[config.mk]
export PLATFORM = sky130hd
export DESIGN_NAME = oled_stim_seq
export DESIGN_NICKNAME = d
export VERILOG_FILES = /design/src/rtl/oled_stim_seq.sv
export SDC_FILE = /design/constraint.sdc
export NUM_CORES = 1
export LEC_CHECK = 0
export CORE_AREA = 2 2 128 130
export DETAILED_ROUTE_END_ITERATION = 16
export DIE_AREA = 0 0 130 132
export GPL_TIMING_DRIVEN = 0
export PLACE_DENSITY = 0.81
export SYNTH_ARGS = -nofsm -noshare
export SYNTH_HDL_FRONTEND = slang
export SYNTH_SLANG_ARGS = --single-unit
[constraint.sdc]
create_clock -name clk -period 3.9 [get_ports clk]
set_clock_uncertainty 0.1 [all_clocks]
set_input_delay 0.585 -clock clk [delete_from_list [all_inputs] [get_ports clk]]
set_output_delay 0.585 -clock clk [all_outputs]
set_load 0.02 [all_outputs]
[src/rtl/oled_stim_seq.sv]
// OLED stimulation sequencer.
// Runs STIM/REST LED frames for one pattern, then sweeps every pixel
// address through SETTLE/LOAD so the IC latches the dis_led mask bit.
//
// state    | meaning
// ---------+----------------------------------------------------------
// IDLE     | sequencer parked, counters and pixel address cleared
// WAIT_PAT | waiting for a pattern from the FIFO and a locked LED PLL
// STIM     | LED emission on, counting stim_pulses pulse ticks
// REST     | LED emission off, counting rest_pulses, then next frame
// SETTLE   | pixel address held while the mask read settles
// LOAD     | one-cycle load strobe to the IC
// NEXT_PIX | advance the pixel address or finish the sweep
module oled_stim_seq #(
  parameter int ADDR_W   = 10,
  parameter int CNT_W    = 32,
  parameter int SETTLE_W = 4
) (
  input  logic                clk,
  input  logic                rst_n,
  input  logic                en,
  input  logic                pll_locked,
  input  logic                pulse_tick,
  input  logic                pattern_valid,
  input  logic                mode,
  input  logic [CNT_W-1:0]    stim_pulses,
  input  logic [CNT_W-1:0]    rest_pulses,
  input  logic [CNT_W-1:0]    stim_frames,
  input  logic [SETTLE_W-1:0] settle_cycles,
  input  logic                mask_rdata,
  output logic                led_on_clk_en,
  output logic                load,
  output logic                next_pattern,
  output logic [ADDR_W-1:0]   pix_addr,
  output logic                dis_led,
  output logic                busy,
  output logic [2:0]          state_dbg
);

  typedef enum logic [2:0] {
    S_IDLE     = 3'd0,
    S_WAIT_PAT = 3'd1,
    S_STIM     = 3'd2,
    S_REST     = 3'd3,
    S_SETTLE   = 3'd4,
    S_LOAD     = 3'd5,
    S_NEXT_PIX = 3'd6
  } state_t;

  // Two settle clocks are the floor: one for the RAM read, one for dis_led.
  localparam logic [SETTLE_W-1:0] SETTLE_MIN = SETTLE_W'(2);

  state_t              r_state;
  logic [CNT_W-1:0]    r_pulse_cnt;
  logic [CNT_W-1:0]    r_frame_cnt;
  logic [SETTLE_W-1:0] r_settle_cnt;
  logic [ADDR_W-1:0]   r_pix_addr;
  logic                r_led_on;
  logic                r_load;
  logic                r_next_pattern;
  logic                r_dis_led;

  logic [CNT_W-1:0]    w_frames_tgt;
  logic [SETTLE_W-1:0] w_settle_tgt;
  logic                w_stim_done;
  logic                w_rest_done;
  logic                w_frame_last;
  logic                w_settle_done;
  logic                w_pix_last;

  // A zero pulse count ends the phase without waiting for a tick; the >=
  // compare keeps counters from running past a target lowered mid-frame.
  assign w_frames_tgt  = (stim_frames == '0) ? CNT_W'(1) : stim_frames;
  assign w_settle_tgt  = (settle_cycles < SETTLE_MIN) ? SETTLE_MIN : settle_cycles;
  assign w_stim_done   = (stim_pulses == '0) ||
                         (pulse_tick && (r_pulse_cnt >= stim_pulses - 1'b1));
  assign w_rest_done   = (rest_pulses == '0) ||
                         (pulse_tick && (r_pulse_cnt >= rest_pulses - 1'b1));
  assign w_frame_last  = (r_frame_cnt >= w_frames_tgt - 1'b1);
  assign w_settle_done = (r_settle_cnt >= w_settle_tgt - 1'b1);
  assign w_pix_last    = &r_pix_addr;

  // Sequencer state, counters and registered strobes.
  always_ff @(posedge clk or negedge rst_n) begin
    if (!rst_n) begin
      r_state        <= S_IDLE;
      r_pulse_cnt    <= '0;
      r_frame_cnt    <= '0;
      r_settle_cnt   <= '0;
      r_pix_addr     <= '0;
      r_led_on       <= 1'b0;
      r_load         <= 1'b0;
      r_next_pattern <= 1'b0;
    end else begin
      r_load         <= 1'b0;
      r_next_pattern <= 1'b0;
      r_led_on       <= 1'b0;
      case (r_state)
        S_IDLE: begin
          r_pulse_cnt  <= '0;
          r_frame_cnt  <= '0;
          r_settle_cnt <= '0;
          r_pix_addr   <= '0;
          if (en) r_state <= S_WAIT_PAT;
        end
        S_WAIT_PAT: begin
          if (!en) begin
            r_state <= S_IDLE;
          end else if (pattern_valid && pll_locked) begin
            r_state     <= S_STIM;
            r_led_on    <= 1'b1;
            r_pulse_cnt <= '0;
          end
        end
        S_STIM: begin
          if (!en) begin
            r_state <= S_IDLE;
          end else if (!pll_locked) begin
            r_led_on <= 1'b1;
          end else if (w_stim_done) begin
            r_state     <= S_REST;
            r_pulse_cnt <= '0;
          end else begin
            r_led_on <= 1'b1;
            if (pulse_tick) r_pulse_cnt <= r_pulse_cnt + 1'b1;
          end
        end
        S_REST: begin
          if (!en) begin
            r_state <= S_IDLE;
          end else if (pll_locked && w_rest_done) begin
            r_pulse_cnt <= '0;
            if (w_frame_last) begin
              // Pattern finished: frame count is consumed, sweep starts at pixel 0.
              r_state      <= S_SETTLE;
              r_frame_cnt  <= '0;
              r_pix_addr   <= '0;
              r_settle_cnt <= '0;
            end else begin
              r_state     <= S_STIM;
              r_frame_cnt <= r_frame_cnt + 1'b1;
              r_led_on    <= 1'b1;
            end
          end else if (pll_locked && pulse_tick) begin
            r_pulse_cnt <= r_pulse_cnt + 1'b1;
          end
        end
        S_SETTLE: begin
          if (w_settle_done) begin
            r_state <= S_LOAD;
            r_load  <= 1'b1;
          end else begin
            r_settle_cnt <= r_settle_cnt + 1'b1;
          end
        end
        S_LOAD: begin
          r_state <= S_NEXT_PIX;
        end
        S_NEXT_PIX: begin
          r_settle_cnt <= '0;
          if (w_pix_last) begin
            r_pix_addr     <= '0;
            r_next_pattern <= 1'b1;
            r_state        <= (mode && en) ? S_WAIT_PAT : S_IDLE;
          end else begin
            r_pix_addr <= r_pix_addr + 1'b1;
            r_state    <= S_SETTLE;
          end
        end
        default: begin
          r_state      <= S_IDLE;
          r_pulse_cnt  <= '0;
          r_frame_cnt  <= '0;
          r_settle_cnt <= '0;
          r_pix_addr   <= '0;
        end
      endcase
    end
  end

  // Mask RAM has one cycle of read latency; dis_led lags pix_addr by two clocks.
  always_ff @(posedge clk or negedge rst_n) begin
    if (!rst_n) r_dis_led <= 1'b0;
    else        r_dis_led <= mask_rdata;
  end

  assign led_on_clk_en = r_led_on;
  assign load          = r_load;
  assign next_pattern  = r_next_pattern;
  assign pix_addr      = r_pix_addr;
  assign dis_led       = r_dis_led;
  assign busy          = (r_state != S_IDLE);
  assign state_dbg     = r_state;

endmodule

# Word-level counts from Yosys, hierarchy flattened

Index checks and enable logic that the tools add are counted.

Reduce and logical (&&, ||, !) cells: 23
Add/sub/neg operators: 8
Equality and inequality tests: 22
Bitwise logic cells: 4
Muxes and demuxes: 52
Magnitude comparators: 5

Operator list:

| kind                    | number |
|---|---|
| $mux W32                | 13 |
| $pmux W32 S4            | 1 |
| $ge A32 B32 Y1          | 3 |
| $logic_not A32 Y1       | 3 |
| $sub A32 B1 Y32 const B | 3 |
| $add A32 B1 Y32 const B | 2 |
| $pmux W32 S2            | 1 |
| $mux W10                | 4 |
| $mux W3                 | 11 |
| $pmux W10 S3            | 1 |
| $pmux W3 S7             | 1 |
| $mux W4                 | 5 |
| $ne A2 B2 Y1 const B    | 10 |
| $ne A3 B3 Y1 const B    | 6 |
| $mux W1                 | 13 |
| $pmux W4 S3             | 1 |
| $add A10 B1 Y10 const B | 1 |
| $reduce_and A10 Y1      | 1 |
| $eq A3 B3 Y1 const B    | 3 |
| $reduce_and A8 Y1       | 1 |
| $eq A3 B2 Y1 const B    | 2 |
| $logic_and A1 B1 Y1     | 6 |
| $reduce_and A6 Y1       | 1 |
| $reduce_or A3 Y1        | 2 |
| 15 further kinds        | 19 |

Output and inout port bits: 18
Register bits: 85

# Logic depth before layout (Yosys ltp)

Depth in word-level cells: 8
Gate-level depth with buffers: 21
Gate-level depth less buffers: 19

# Worst setup path before layout

No wires, ideal clock.

Kind: input to register
Start point: input rest_pulses[7]
End point: register r_frame_cnt[10]
Setup slack: -1.355 ns
Data arrival time: 5.045 ns
Library setup time: 0.110 ns
Stages: 17
Path buffers: 2
Cell sequence: or4_1 or4_1 or3_1 or3_1 nor4_1 xnor2_1 ha_1 and2_0 a221o_1 a32oi_1 o211a_1 o41ai_2 a211oi_1 clkbuf_1 clkbuf_1 o21ai_0 o41ai_1

Cells in the longest elaborated chain, start to end: 7

Ends and longest elaborated chain:

| what                                 | RTL line | RTL |
|---|---|---|
| start, declared                      | 27       | `input logic [CNT_W-1:0] rest_pulses,` |
| $sub A32 B1 Y32                      | 78       | `(pulse_tick && (r_pulse_cnt >= rest_pulses - 1'b1));` |
| $ge A32 B32 Y1                       | 78       |  |
| $logic_and A1 B1 Y1                  | 78       |  |
| $logic_or A1 B1 Y1 *                 | 77       | `assign w_rest_done = (rest_pulses == '0) \|\|` |
| $logic_and A1 B1 Y1 *                | 131      | `end else if (pll_locked && w_rest_done) begin` |
| $ne A2 B2 Y1 (no source line) *      | --       |  |
| $reduce_and A3 Y1 (no source line) * | --       |  |
| end signal, assigned                 | 141      | `r_frame_cnt <= r_frame_cnt + 1'b1;` |
| end, declared                        | 55       | `logic [CNT_W-1:0] r_frame_cnt;` |

Every way passes the cells marked *; elsewhere a longest branch is shown, timed or not.
A chain may end at the register's enable or synchronous reset.

# Final worst setup path

Start point: input rest_pulses[8]
End point: register r_state[0] (netlist: state_dbg[0])

Cells in the longest elaborated chain, start to end: 7

Ends and longest elaborated chain:

| what                                 | RTL line | RTL |
|---|---|---|
| $sub A32 B1 Y32                      | 78       |  |
| $ge A32 B32 Y1                       | 78       |  |
| $logic_and A1 B1 Y1                  | 78       |  |
| $logic_or A1 B1 Y1 *                 | 77       |  |
| $logic_and A1 B1 Y1 *                | 131      |  |
| $ne A3 B3 Y1 (no source line) *      | --       |  |
| $reduce_and A6 Y1 (no source line) * | --       |  |
| end signal, assigned                 | 164      | `r_state <= (mode && en) ? S_WAIT_PAT : S_IDLE;` |
| end, declared                        | 53       | `state_t r_state;` |

Marked as above.

==> summary.md <==
| Metric | Value |
|---|---|
| Status | `finished, violations left` |
| Failing checks | `negative setup slack` |
| Synth cell types | `75` |
| Post-synthesis sequential area ratio | `about a quarter` |
| Most common cell after layout, fill and taps aside | `ha_1` |
| Die Width | `approximately 130 µm` |
| Final worst path period share | `129%` |
| Synth Area per Inst | `8.26 µm²` |
| Die height | `132 µm` |
| CTS Buffer Depth | `2` |
| Crit path top cell by count | `buf_6` |
| CTS Buf Count | `9` |
| Syn Inst Count | `~1,000` |
| Slew Viols, Final | `0` |
| RSZ-0062 raised after global routing | `yes` |
| Min Tclk post-route | `~5.0 ns` |
| Critical path peak fanout | `6` |
| Vias in the first global route | `between 8,000 and 9,000` |
| Vias | `about 9,300` |
| Rows | `46` |
| Number of remaining DRC errors | `0` |
| Fmax | `slightly below 0.2 GHz` |
| Final Wtd Congestion | `between 0.8 and 0.9` |
| CTS HTree Levels | `3` |
| Slew @ Worst Pin | `approximately 0.87 ns` |
| Die footprint | `between 0.015 and 0.02 mm²` |
| PD cells | `between 300 and 400 mW/mm²` |
| Initial antenna violation count | `0` |
| DP HPWL | `roughly 18,000 µm` |
| Final worst slack | `-1.13 ns` |
| Yosys warns | `0` |
| Slowest-stage cell, CP | `or4_4` |
| Synth top area share | `between 20% and 30%` |
| Core box area | `~0.016 mm²` |
| Ports | `126` |
| IO buf count | `approximately 130` |
| Clk slew on worst S/H paths | `about 0.060 ns` |
| Share of cells above drive strength 1 | `17.5%` |
| Kind of cell adding the most delay to the critical path | `simple AND/OR/NAND/NOR gates` |
| DR WL/cell | `roughly 18 µm` |
| Peak VDD IR | `around 0.4 mV` |
| Initial drt markers | `~1,100` |
| Vias per Instance | `6.34` |
| Clock Root Buffer | `clkbuf_16` |
| Reg-to-reg endpoint | `state_dbg[0]$_DFFE_PN0P_` |
| Met2 Routed Length | `around 13,000 µm` |
| DRT antenna net count | `0` |
| R2r setup slk | `0.27 ns` |
| Final net count | `roughly 1,500` |
| Pre-antenna DRT Iters | `5` |
| Fin Setup TNS | `-80.70 ns` |
| CP arrival | `5.15 ns` |
| Layout area overhead | `37.6%` |
| Starting Density | `55.1%` |
| Worst path max stage delay | `around 0.53 ns` |
| Fin. Hold Viols | `0` |
| Drt total wl | `~27,000 µm` |
| Global-route wire length before repair | `~43,000 µm` |
| Clock sink total | `between 80 and 90` |
| Post-synth top flop | `dfrtp_1` |
| Flops & latches, synth | `85` |
| Cell accounting for the most synthesized area | `dfrtp_1` |
| Cells on worst reg2reg path | `14` |
| Synth top area cells | `dfrtp_1 (25%), ha_1 (16%), xnor2_1 (7.2%)` |
| Cell Area, Synth | `around 0.0087 mm²` |
| Ys async rst share | `100%` |
| Largest net degree at the start of global routing | `50` |
| Final setup viols | `82` |
| Most frequent cells in the layout | `ha_1 (108), nor2_1 (92), clkdlybuf4s50_1 (92)` |
| CP required | `between 4 and 5 ns` |
| Crit Path Category | `in2reg` |
| Reg2reg start | `r_pulse_cnt[0]$_DFFE_PN0P_` |
| DR WL met3 | `about 2200 µm` |
| Crit-path cells | `buf_6 > or4_4 > or4_4 > or3_4 > or3_4 > buf_6 > buf_6 > nor3b_2 > xnor2_1 > ha_1 > nand2_2 > nor2_2 > nand4_1 > o41ai_4 > buf_4 > o21ba_4 > buf_8 > buf_8 > mux2i_1 > nand3_1` |
| Met1 wire length | `11,300 µm` |
| Startpoint types | `input port` |
| Gr ovfl total | `0` |
| Synthesized Nets | `between 1,000 and 1,500` |
| Total GRT Usage | `30.6%` |
| Critical Path End Type | `flip-flop` |
| Core Util, Final | `approximately 76%` |
| Rel. slew slack | `41.5%` |
| Post-synth EDFFs | `0` |
| Static leakage | `roughly 5.1 nW` |
| CTS tree | `done` |
| Worst hold-check path type | `in2async` |
| # Max-Cap Violations | `0` |
| Sum of buffers and inverters on the critical path | `6` |
| Top sig layer | `met4` |
| Diodes inserted | `0` |
| Worst skew pair latency | `0.34 ns` |
[per-stage QoR]
step	power (W)	cells	hold slack [ns]	setup slack [ns]	cell area (µm²)
6_report	0.00432	1467	0.112	-1.13	11900
4_1_cts	0.00408	1454	0.134	-1.17	11600
2_1_floorplan	0.00209	1048	0.189	-0.928	8890
3_3_place_gp	0.00263	1389	0.418	-2.48	10400
3_5_place_dp	0.00267	1391	0.421	-2.50	10400
5_1_grt	0.00450	1467	0.161	-1.23	11900
[cells in the mapped netlist, types with 5 or more instances]
cell type  instances
ha_1             109
nor2_1           105
dfrtp_1           85
xnor2_1           71
nand2_1           68
nand3_1           60
a21oi_1           54
nor3_1            43
o21ai_0           39
xor2_1            38
inv_1             34
nand4_1           32
nor4_1            31
and3_1            24
a21o_1            23
clkbuf_1          22
a22o_1            20
or4_1             17
a31oi_1           13
nor2b_1           11
and2_1            10
nand2b_1          10
or3_1             10
and4_1             8
o22ai_1            8
a211oi_1           7
o211ai_1           7
buf_2              6
mux2i_1            5
o21a_1             5
or2_2              5
[metal layers]
metal  global-route usage, %  up-vias
met1                    40.1     4404
met3                    6.66       89
met5                       0        -
li1                        -     4335
met2                    50.1      480
met4                    9.92        0
[flip-flops by register name, summed over array words and instances, names as in the netlist, 3 cells and up]
signal / cells
pix_addr: 10
r_frame_cnt: 32
r_pulse_cnt: 32
r_settle_cnt: 4
state_dbg: 3
[cells by family (layout without fill, tap and decap cells)]
family | after synthesis | in the layout | share of synthesized area [%]
multiplexers | 6 | 6 | 0.708
buffers and inverters | 64 | 266 | 2.96
AO/OA/AOI/OAI | 213 | 213 | 16.5
flip-flops | 85 | 85 | 24.6
adder cells (fa/ha/maj) | 109 | 109 | 15.8
XOR/XNOR | 109 | 109 | 11.0
AND/OR/NAND/NOR | 462 | 463 | 28.4
[where the power goes]
group / internal [W] / total (W) / leakage (nW) / switching (W)
Combinational: 0.00115 / 0.00247 / 3.82 / 0.00133
Clock: 0.000464 / 0.000821 / 0.138 / 0.000358
Sequential: 0.000939 / 0.00103 / 1.18 / 0.0000882
[how the worst max path moves through the flow]
stage / start / to / slack, ns / depth (start not counted)
6_report: rest_pulses[8] / state_dbg[0]$_DFFE_PN0P_ / -1.13 / 20
5_1_grt: rest_pulses[8] / state_dbg[0]$_DFFE_PN0P_ / -1.23 / 20
4_1_cts: rest_pulses[8] / r_frame_cnt[15]$_DFFE_PN0P_ / -1.17 / 18
3_5_place_dp: rest_pulses[0] / r_frame_cnt[24]$_DFFE_PN0P_ / -2.50 / 17
3_3_place_gp: rest_pulses[0] / r_frame_cnt[14]$_DFFE_PN0P_ / -2.48 / 18
2_1_floorplan: rest_pulses[7] / r_frame_cnt[24]$_DFFE_PN0P_ / -0.93 / 14
[timing repair]
item                       4_1_cts  5_1_grt
resized for setup              154       58
setup endpoints to repair       82       82
gates cloned                     8        0
pin swaps                       78       66
hold buffers                     0        0
buffers inserted                43       16
hold endpoints to repair         0        0
[worst register-to-register path: cells and delay by family (launching register included)]
kind	cells	cell delay, ns
buffers and inverters	5	0.98
DFF	1	0.41
AOI/OAI and AO/OA	5	1.30
and+or+nand+nor	2	0.24
muxes	1	0.20
adders and majority gates	1	0.26
[area by class of cell]
class	instances	area, µm²
Buffer	26	259
Clock buffer	12	256
Tap cell	216	270
Sequential cell	85	2130
Clock inverter	4	22.5
Inverter	34	128
Timing Repair Buffer	190	1890
Multi-Input combinational cell	900	6950
Fill cell	1081	3800
No activity file was read; power rests on OpenSTA's default activity.
